**src/rtl/selector_pkg.sv**
```systemverilog
// Shared constants for the crossbar port selector: control-word field layout
// and the default header-bit positions used to build the lookup key.
package selector_pkg;

  // Width of one port field inside the control word.
  localparam int PORT_WIDTH = 8;

  // Field index of each port field in the control word (field 0 is the LSBs).
  localparam int SRC_FIELD  = 3;
  localparam int DST_FIELD  = 2;
  localparam int PCIE_FIELD = 1;
  localparam int OUT_FIELD  = 0;

  // Default key: four header bit indices, packed MSB-first (first field is key MSB).
  localparam int DEFAULT_KEY_BITS = 4;
  localparam logic [16*DEFAULT_KEY_BITS-1:0] DEFAULT_KEY_POS =
    {16'd238, 16'd223, 16'd221, 16'd215};

  // Bit offset of a port field within the control word.
  function automatic int field_lsb(input int field);
    return field * PORT_WIDTH;
  endfunction

endpackage

```
**src/rtl/crossbar_port_selector_if.sv**
```systemverilog
// Streaming input/output bus of the port selector: parser side (datavalid/in_rdy)
// and crossbar side (out_wr/out_rdy).
interface crossbar_port_selector_if #(
  parameter int DATA_WIDTH = 480,
  parameter int CTRL_WIDTH = 32
);
  logic                  datavalid;
  logic                  in_rdy;
  logic [CTRL_WIDTH-1:0] in_ctl;
  logic [DATA_WIDTH-1:0] in_data;
  logic                  out_wr;
  logic                  out_rdy;
  logic [CTRL_WIDTH-1:0] out_ctl;
  logic [DATA_WIDTH-1:0] out_data;

  // Source of words / sink of results (parser + crossbar seen together).
  modport master (
    output datavalid, in_ctl, in_data, out_rdy,
    input  in_rdy, out_wr, out_ctl, out_data
  );

  // The selector itself.
  modport slave (
    input  datavalid, in_ctl, in_data, out_rdy,
    output in_rdy, out_wr, out_ctl, out_data
  );
endinterface

```
**src/rtl/crossbar_port_selector_port_lut.sv**
```systemverilog
// Key -> output-port table. Register based so it can be initialised on reset
// to an even spread of keys over the ports, and rewritten at runtime.
module port_lut
  import selector_pkg::*;
#(
  parameter int KEY_BITS    = 4,
  parameter int NUM_PORTS   = 4,
  parameter int ENTRY_WIDTH = PORT_WIDTH
) (
  input  logic                   clk,
  input  logic                   rst,
  input  logic                   wr_en,
  input  logic [KEY_BITS-1:0]    wr_addr,
  input  logic [ENTRY_WIDTH-1:0] wr_data,
  output logic                   wr_err,
  input  logic                   rd_en,
  input  logic [KEY_BITS-1:0]    rd_addr,
  output logic [ENTRY_WIDTH-1:0] rd_data
);
  localparam int DEPTH = 2**KEY_BITS;
  localparam logic [ENTRY_WIDTH:0] PORT_LIMIT = (ENTRY_WIDTH+1)'(NUM_PORTS);

  logic [ENTRY_WIDTH-1:0] lut_q [DEPTH];
  logic                   wr_ok;

  // Entries naming a non-existent crossbar output are refused.
  assign wr_ok = {1'b0, wr_data} < PORT_LIMIT;

  // Table init/update, read-before-write lookup and the reject pulse.
  always_ff @(posedge clk) begin
    if (rst) begin
      // NOTE: this table is built from flops, not a RAM macro, so it can and must take a reset value.
      for (int i = 0; i < DEPTH; i++) begin
        lut_q[i] <= ENTRY_WIDTH'((i * NUM_PORTS) >> KEY_BITS);
      end
      rd_data <= '0;
      wr_err  <= 1'b0;
    end else begin
      // NOTE: non-blocking assignment makes a same-edge read return the old entry.
      if (rd_en) rd_data <= lut_q[rd_addr];
      if (wr_en && wr_ok) lut_q[wr_addr] <= wr_data;
      wr_err <= wr_en && !wr_ok;
    end
  end

endmodule

```
**src/rtl/crossbar_port_selector.sv**
```systemverilog
// Header-bit port selector in front of the crossbar: picks KEY_BITS header bits,
// looks them up in port_lut and writes the result into the low control field.
// Two-stage stallable pipeline plus saturating per-port packet counters.
module crossbar_port_selector #(
  parameter int DATA_WIDTH = 480,
  parameter int CTRL_WIDTH = 32,
  parameter int PORT_WIDTH = selector_pkg::PORT_WIDTH,
  parameter int NUM_PORTS  = 4,
  parameter int KEY_BITS   = selector_pkg::DEFAULT_KEY_BITS,
  parameter logic [16*KEY_BITS-1:0] KEY_POS = selector_pkg::DEFAULT_KEY_POS,
  parameter int CNT_WIDTH  = 32
) (
  input  logic                         clk,
  input  logic                         rst,
  crossbar_port_selector_if.slave      bus,
  input  logic                         tbl_wr,
  input  logic [KEY_BITS-1:0]          tbl_addr,
  input  logic [PORT_WIDTH-1:0]        tbl_data,
  output logic                         tbl_err,
  input  logic [$clog2(NUM_PORTS)-1:0] cnt_sel,
  output logic [CNT_WIDTH-1:0]         cnt_val
);
  localparam int SEL_WIDTH = $clog2(NUM_PORTS);
  localparam int HI_WIDTH  = CTRL_WIDTH - PORT_WIDTH;

  logic                  en;
  logic [KEY_BITS-1:0]   key;
  logic                  s1_valid;
  logic [DATA_WIDTH-1:0] s1_data;
  logic [HI_WIDTH-1:0]   s1_ctl_hi;
  logic [KEY_BITS-1:0]   s1_key;
  logic                  s2_valid;
  logic [DATA_WIDTH-1:0] s2_data;
  logic [HI_WIDTH-1:0]   s2_ctl_hi;
  logic [PORT_WIDTH-1:0] s2_port;
  logic                  out_fire;
  logic [CNT_WIDTH-1:0]  cnt_q [NUM_PORTS];
  logic                  unused_ctl_low;

  // The whole pipeline moves together; it only freezes while a result is refused.
  assign en          = !s2_valid || bus.out_rdy;
  assign bus.in_rdy  = en;
  assign bus.out_wr  = s2_valid;
  assign bus.out_ctl = {s2_ctl_hi, s2_port};
  assign bus.out_data = s2_data;
  assign out_fire    = s2_valid && bus.out_rdy;

  // Incoming low control field is overwritten by the looked-up port.
  assign unused_ctl_low = ^bus.in_ctl[PORT_WIDTH-1:0];

  // Key bit i comes from the i-th 16-bit field counted from the LSB end,
  // so the first field in KEY_POS lands in the key MSB.
  for (genvar i = 0; i < KEY_BITS; i++) begin : g_key
    localparam int POS = int'(KEY_POS[16*i +: 16]);
    assign key[i] = bus.in_data[POS];
  end

  // Stage valids and the output payload (out_* must read zero after reset).
  always_ff @(posedge clk) begin
    if (rst) begin
      s1_valid  <= 1'b0;
      s2_valid  <= 1'b0;
      s2_data   <= '0;
      s2_ctl_hi <= '0;
    end else if (en) begin
      s1_valid  <= bus.datavalid;
      s2_valid  <= s1_valid;
      s2_data   <= s1_data;
      s2_ctl_hi <= s1_ctl_hi;
    end
  end

  // Stage-1 payload; qualified by s1_valid, so it needs no reset.
  always_ff @(posedge clk) begin
    // NOTE: payload registers without reset are safe because nothing downstream uses them while s1_valid=0.
    if (en) begin
      s1_data   <= bus.in_data;
      s1_ctl_hi <= bus.in_ctl[CTRL_WIDTH-1:PORT_WIDTH];
      s1_key    <= key;
    end
  end

  // Stage-2 port lookup; the table register is the low field of out_ctl.
  port_lut #(
    .KEY_BITS   (KEY_BITS),
    .NUM_PORTS  (NUM_PORTS),
    .ENTRY_WIDTH(PORT_WIDTH)
  ) u_port_lut (
    .clk    (clk),
    .rst    (rst),
    .wr_en  (tbl_wr),
    .wr_addr(tbl_addr),
    .wr_data(tbl_data),
    .wr_err (tbl_err),
    .rd_en  (en),
    .rd_addr(s1_key),
    .rd_data(s2_port)
  );

  // Saturating per-port delivery counters and the registered counter readout.
  always_ff @(posedge clk) begin
    if (rst) begin
      for (int p = 0; p < NUM_PORTS; p++) cnt_q[p] <= '0;
      cnt_val <= '0;
    end else begin
      cnt_val <= '0;
      for (int p = 0; p < NUM_PORTS; p++) begin
        if (cnt_sel == SEL_WIDTH'(p)) cnt_val <= cnt_q[p];
        if (out_fire && s2_port == PORT_WIDTH'(p) && cnt_q[p] != '1)
          cnt_q[p] <= cnt_q[p] + CNT_WIDTH'(1);
      end
    end
  end

endmodule

```
**src/flat_wrapper.sv**
```systemverilog
// flat-port wrapper written by rule: the top's interface ports become plain ports
module crossbar_port_selector_flat 
#(
  parameter int DATA_WIDTH = 480,
  parameter int CTRL_WIDTH = 32,
  parameter int PORT_WIDTH = selector_pkg::PORT_WIDTH,
  parameter int NUM_PORTS  = 4,
  parameter int KEY_BITS   = selector_pkg::DEFAULT_KEY_BITS,
  parameter logic [16*KEY_BITS-1:0] KEY_POS = selector_pkg::DEFAULT_KEY_POS,
  parameter int CNT_WIDTH  = 32
)
  (clk, rst, tbl_wr, tbl_addr, tbl_data, tbl_err, cnt_sel, cnt_val, bus_datavalid, bus_in_ctl, bus_in_data, bus_out_rdy, bus_in_rdy, bus_out_wr, bus_out_ctl, bus_out_data);
  crossbar_port_selector_if #(.DATA_WIDTH(DATA_WIDTH), .CTRL_WIDTH(CTRL_WIDTH)) bus_i ();
  input  logic clk;
  input  logic rst;
  input  logic tbl_wr;
  input  logic [KEY_BITS-1:0] tbl_addr;
  input  logic [PORT_WIDTH-1:0] tbl_data;
  output logic tbl_err;
  input  logic [$clog2(NUM_PORTS)-1:0] cnt_sel;
  output logic [CNT_WIDTH-1:0] cnt_val;
  input wire logic [$bits(bus_i.datavalid)-1:0] bus_datavalid;
  input wire logic [$bits(bus_i.in_ctl)-1:0] bus_in_ctl;
  input wire logic [$bits(bus_i.in_data)-1:0] bus_in_data;
  input wire logic [$bits(bus_i.out_rdy)-1:0] bus_out_rdy;
  output wire logic [$bits(bus_i.in_rdy)-1:0] bus_in_rdy;
  output wire logic [$bits(bus_i.out_wr)-1:0] bus_out_wr;
  output wire logic [$bits(bus_i.out_ctl)-1:0] bus_out_ctl;
  output wire logic [$bits(bus_i.out_data)-1:0] bus_out_data;
  assign bus_i.datavalid = bus_datavalid;
  assign bus_i.in_ctl = bus_in_ctl;
  assign bus_i.in_data = bus_in_data;
  assign bus_i.out_rdy = bus_out_rdy;
  assign bus_in_rdy = bus_i.in_rdy;
  assign bus_out_wr = bus_i.out_wr;
  assign bus_out_ctl = bus_i.out_ctl;
  assign bus_out_data = bus_i.out_data;
  crossbar_port_selector #(.DATA_WIDTH(DATA_WIDTH), .CTRL_WIDTH(CTRL_WIDTH), .PORT_WIDTH(PORT_WIDTH), .NUM_PORTS(NUM_PORTS), .KEY_BITS(KEY_BITS), .KEY_POS(KEY_POS), .CNT_WIDTH(CNT_WIDTH)) u_core (.clk(clk), .rst(rst), .bus(bus_i), .tbl_wr(tbl_wr), .tbl_addr(tbl_addr), .tbl_data(tbl_data), .tbl_err(tbl_err), .cnt_sel(cnt_sel), .cnt_val(cnt_val));
endmodule
```
**config.mk**
```make
export PLATFORM = sky130hd
export DESIGN_NAME = crossbar_port_selector_flat
export DESIGN_NICKNAME = d
export VERILOG_FILES = /design/src/rtl/selector_pkg.sv /design/src/rtl/crossbar_port_selector_if.sv /design/src/rtl/crossbar_port_selector_port_lut.sv /design/src/rtl/crossbar_port_selector.sv /design/src/flat_wrapper.sv
export SDC_FILE = /design/constraint.sdc
export NUM_CORES = 2
export LEC_CHECK = 0
export CAP_MARGIN = 40
export CORE_MARGIN = 4
export CORE_UTILIZATION = 25
export CTS_BUF_LIST = sky130_fd_sc_hd__clkbuf_8
export DETAILED_ROUTE_END_ITERATION = 8
export PLACE_DENSITY = 0.5
export SKIP_CTS_REPAIR_TIMING = 1
export SLEW_MARGIN = 15
export SYNTH_ARGS = -nofsm -noshare
export SYNTH_HDL_FRONTEND = slang
export SYNTH_SLANG_ARGS = --single-unit
```
**constraint.sdc**
```tcl
create_clock -name clk -period 35.9 [get_ports clk]
set_input_delay 10.77 -clock clk [delete_from_list [all_inputs] [get_ports clk]]
set_output_delay 10.77 -clock clk [all_outputs]
set_load 0.02 [all_outputs]
```
==> results.tsv <==
stage	metric	value	unit
outcome	status	complete, no violations	
timing	FMAX	0.0409	GHz
logic_synthesis	Seq/Total Area, Yosys	72.7	%
pwr	P per Cell Area	53.8	mW/mm²
clock_tree	CTS sink count	1307	
logic_synthesis	unique cell type count in the Yosys netlist	52	
grt	GRT Overall Usage	17.5	%
clock_tree	CTS root buffer	clkbuf_8	
worst_setup_path	Worst EP required	25130	ps
finish	Layout area overhead	40.3	%
clock_tree	H-tree Lvls	4	
timing	fin. max-slew vios	0	
worst_setup_path	critical path, cell by cell	clkdlybuf4s50_1 > nor2b_4 > buf_4 > inv_8 > clkdlybuf4s50_1	
worst_setup_path	CP max FO	92	
finish	commonest non-fill, non-tap cell in the layout	nand2_1	
logic_synthesis	Post-synth ARST share	0	%
grt	initial antenna violation count	73	
detailed_routing	wire length per cell	22.8	µm
timing	RSZ-0062 raised after global routing	false	
timing	Setup violations, final	0	
worst_setup_path	reg2reg setup slack	31410	ps
timing	period utilization	68.2	%
floorplan	Die W	439	µm
grt	GR Overflow Total	0	
timing	slew margin rel.	25.2	%
worst_setup_path	Worst Path Arrival	13710	ps
grt	first-pass GRT wire length	242000	µm
pwr	Design Power	3.51	mW
grt	grt met3 use	6.25	%
worst_setup_path	CP startpoint kind	input port	
finish	Total Nets Final	5532	
detailed_routing	Routed WL	176000	µm
worst_setup_path	Top cell by count, worst path	clkdlybuf4s50_1	
logic_synthesis	Syn. warnings	0	
placement	DP HPWL	131000	µm
grt	vias in the first global route	32300	
timing	setup_tns	0	ps
worst_setup_path	CP peak stage delay	760	ps
logic_synthesis	Netlist Area Pre-Place	0.0465	mm²
placement	Placed Area	0.0603	mm²
job	Max-Cap Viols	0	
timing	min cycle time layout	24480	ps
pwr	fraction of power consumed by sequential logic	49.6	%
pwr	Switching Share	25.5	%
detailed_routing	Routed Antenna Nets	0	
pwr	leakage	24.3	nW
finish	Non-Filler Instances	7682	
finish	Finished Cell Area	0.0652	mm²
logic_synthesis	number of synthesized flops with an enable pin	760	
worst_setup_path	Worst Setup End Kind	output port	
floorplan	boundary pin count	1078	
grt	largest net degree at the start of global routing	177	
logic_synthesis	Syn Inst Count	3779	
grt	M2 GR Usage	29.6	%
logic_synthesis	syn_area_per_cell	12.3	µm²
finish	Util after Layout	35.4	%
timing	clk_skew	45.6	ps
logic_synthesis	top post-synthesis cells by area	edfxtp_1 (49%), dfxtp_1 (24%), nand2_1 (8.6%)	
logic_synthesis	Seq cells post-synth	1307	
pwr	Logic pwr share	10.0	%
floorplan	Initial Utilization	25.2	%
detailed_routing	DRC viols	0	
logic_synthesis	top_reg_cell synth	edfxtp_1	
detailed_routing	1st-iter DRT viols	2465	
detailed_routing	Vias per Instance	4.27	
worst_setup_path	worst reg2reg path depth	9	
logic_synthesis	area leader, netlist	edfxtp_1	
worst_setup_path	WS Path Type	in2out	
pwr	NetSw	896	µW
floorplan	CORE AREA	0.184	mm²
pwr	Peak supply drop	0.0379	mV
grt	gr busiest metal	met2	
finish	layout cells sized above 1	9.25	%
placement	port bufs	1069	
floorplan	die area	0.193	mm²
clock_tree	CTS tree	done	
finish	most frequent cells in the layout	nand2_1 (1071), clkdlybuf4s50_1 (1067), edfxtp_1 (760)	
placement	Placed Cells	7232	
detailed_routing	routed vias	32800	
min_path	Min-Delay Path Class	reg2reg	
timing	Slew @ Worst Pin	1120	ps
worst_setup_path	Crit-path slowest cell	clkdlybuf4s50_1	
pwr	Int Power	2.61	mW
floorplan	chip height	439	µm
min_path	Hold Path Cell Cnt	2	
placement	Final GP Congestion	0.971	
timing	Fin. Hold Viols	0	
clock_tree	clock buffer depth	3	
clock_tree	CTS buffer count	227	
detailed_routing	router iterations before antenna repair	5	
pwr	clock power share	40.4	%
logic_synthesis	share of the synthesized area in the top cell type	49.1	%
grt	M1 GR Usage	20.5	%
clock_tree	insertion delay to the later sink of the worst-skew pair	970	ps
floorplan	row cnt	157	
clock_tree	clock slew at reported path FFs	60	ps
==> cells in the mapped netlist, types with 6 or more instances <==
master	number
nand2_1	1071
edfxtp_1	760
dfxtp_1	547
a21oi_1	533
clkbuf_1	193
nor2_1	148
xor2_1	69
mux4_2	64
nand3_1	54
nor2b_1	41
nand4_1	40
xnor2_1	39
and3_1	22
buf_2	18
nor3_1	17
a22oi_1	16
and4_1	16
a21o_1	13
inv_1	13
or3_1	12
nor4_1	11
o21ai_0	11
and2_1	10
nor2_4	8
buf_1	6
buf_6	6
==> power by group through the flow <==
stage          Combinational (mW)  Sequential [mW]  Clock (mW)
3_3_place_gp                0.353             1.77           0
5_1_grt                     0.374             1.75        1.54
2_1_floorplan              0.0956             1.82           0
3_5_place_dp                0.357             1.77           0
6_report                    0.351             1.74        1.42
4_1_cts                     0.358             1.74        1.47
==> path summary, 6_finish.rpt <==
check	startpoint	endpoint
setup reg to reg	u_core.bus.out_wr	u_core.bus.out_data[240]
setup / recovery	bus_out_rdy	bus_in_rdy
hold reg to reg	u_core.bus.out_data[85]	u_core.bus.out_data[85]
hold / removal	u_core.bus.out_data[85]	u_core.bus.out_data[85]
==> critical path, delay by kind of cell <==
family / cells / cell delay, ps
buf+inv: 4 / 2180
simple gates: 1 / 580
==> metal layers <==
layer	vias up	wire [µm]
met5	-	275
met4	40	5900
met3	341	14000
met2	1054	87300
met1	15800	68100
li1	15600	-
==> sequential cells by signal, summed over array words and instances (netlist names), 3 cells and up <==
name and flops:
u_core.cnt_val 32, u_core.s1_data 477, u_core.s1_key 3, u_core.s2_ctl_hi 24, u_core.u_port_lut.rd_data 8, u_core.cnt_q 128
u_core.u_port_lut.lut_q 128, u_core.bus.out_data 480, u_core.s1_ctl_hi 24
==> stage by stage <==
| step | hold WS (ps) | setup slack (ps) |
|---|---|---|
| 2_1_floorplan | 432 | 3.94 |
| 3_3_place_gp | 437 | 11430 |
| 3_5_place_dp | 442 | 11420 |
| 4_1_cts | 450 | 11410 |
| 5_1_grt | 463 | 11260 |
| 6_report | 447 | 11420 |
==> cell type report <==
| class | instances | area (µm²) |
|---|---|---|
| Multi-Input combinational cell | 2329 | 12100 |
| Clock buffer | 278 | 3830 |
| Timing Repair Buffer | 1119 | 11300 |
| Inverter | 13 | 56.3 |
| Sequential cell | 1307 | 33800 |
| Antenna cell | 20 | 50.0 |
| Clock inverter | 152 | 960 |
| Fill cell | 18200 | 119000 |
| Tap cell | 2464 | 3080 |
==> cell families (layout without fill, tap and decap cells) <==
logic type | after synthesis | count (layout) | share of synthesized area, %
AOI/OAI and AO/OA | 586 | 586 | 6.58
other | 1 | 116 | 0.00807
buffers and inverters | 238 | 1562 | 2.11
and+or+nand+nor | 1471 | 1471 | 13.4
muxes | 64 | 64 | 3.10
DFF | 1307 | 1307 | 72.7
xor gates and xnor gates | 108 | 108 | 2.04
adders and majority gates | 4 | 4 | 0.108
Power figures use the tool's default switching activity.
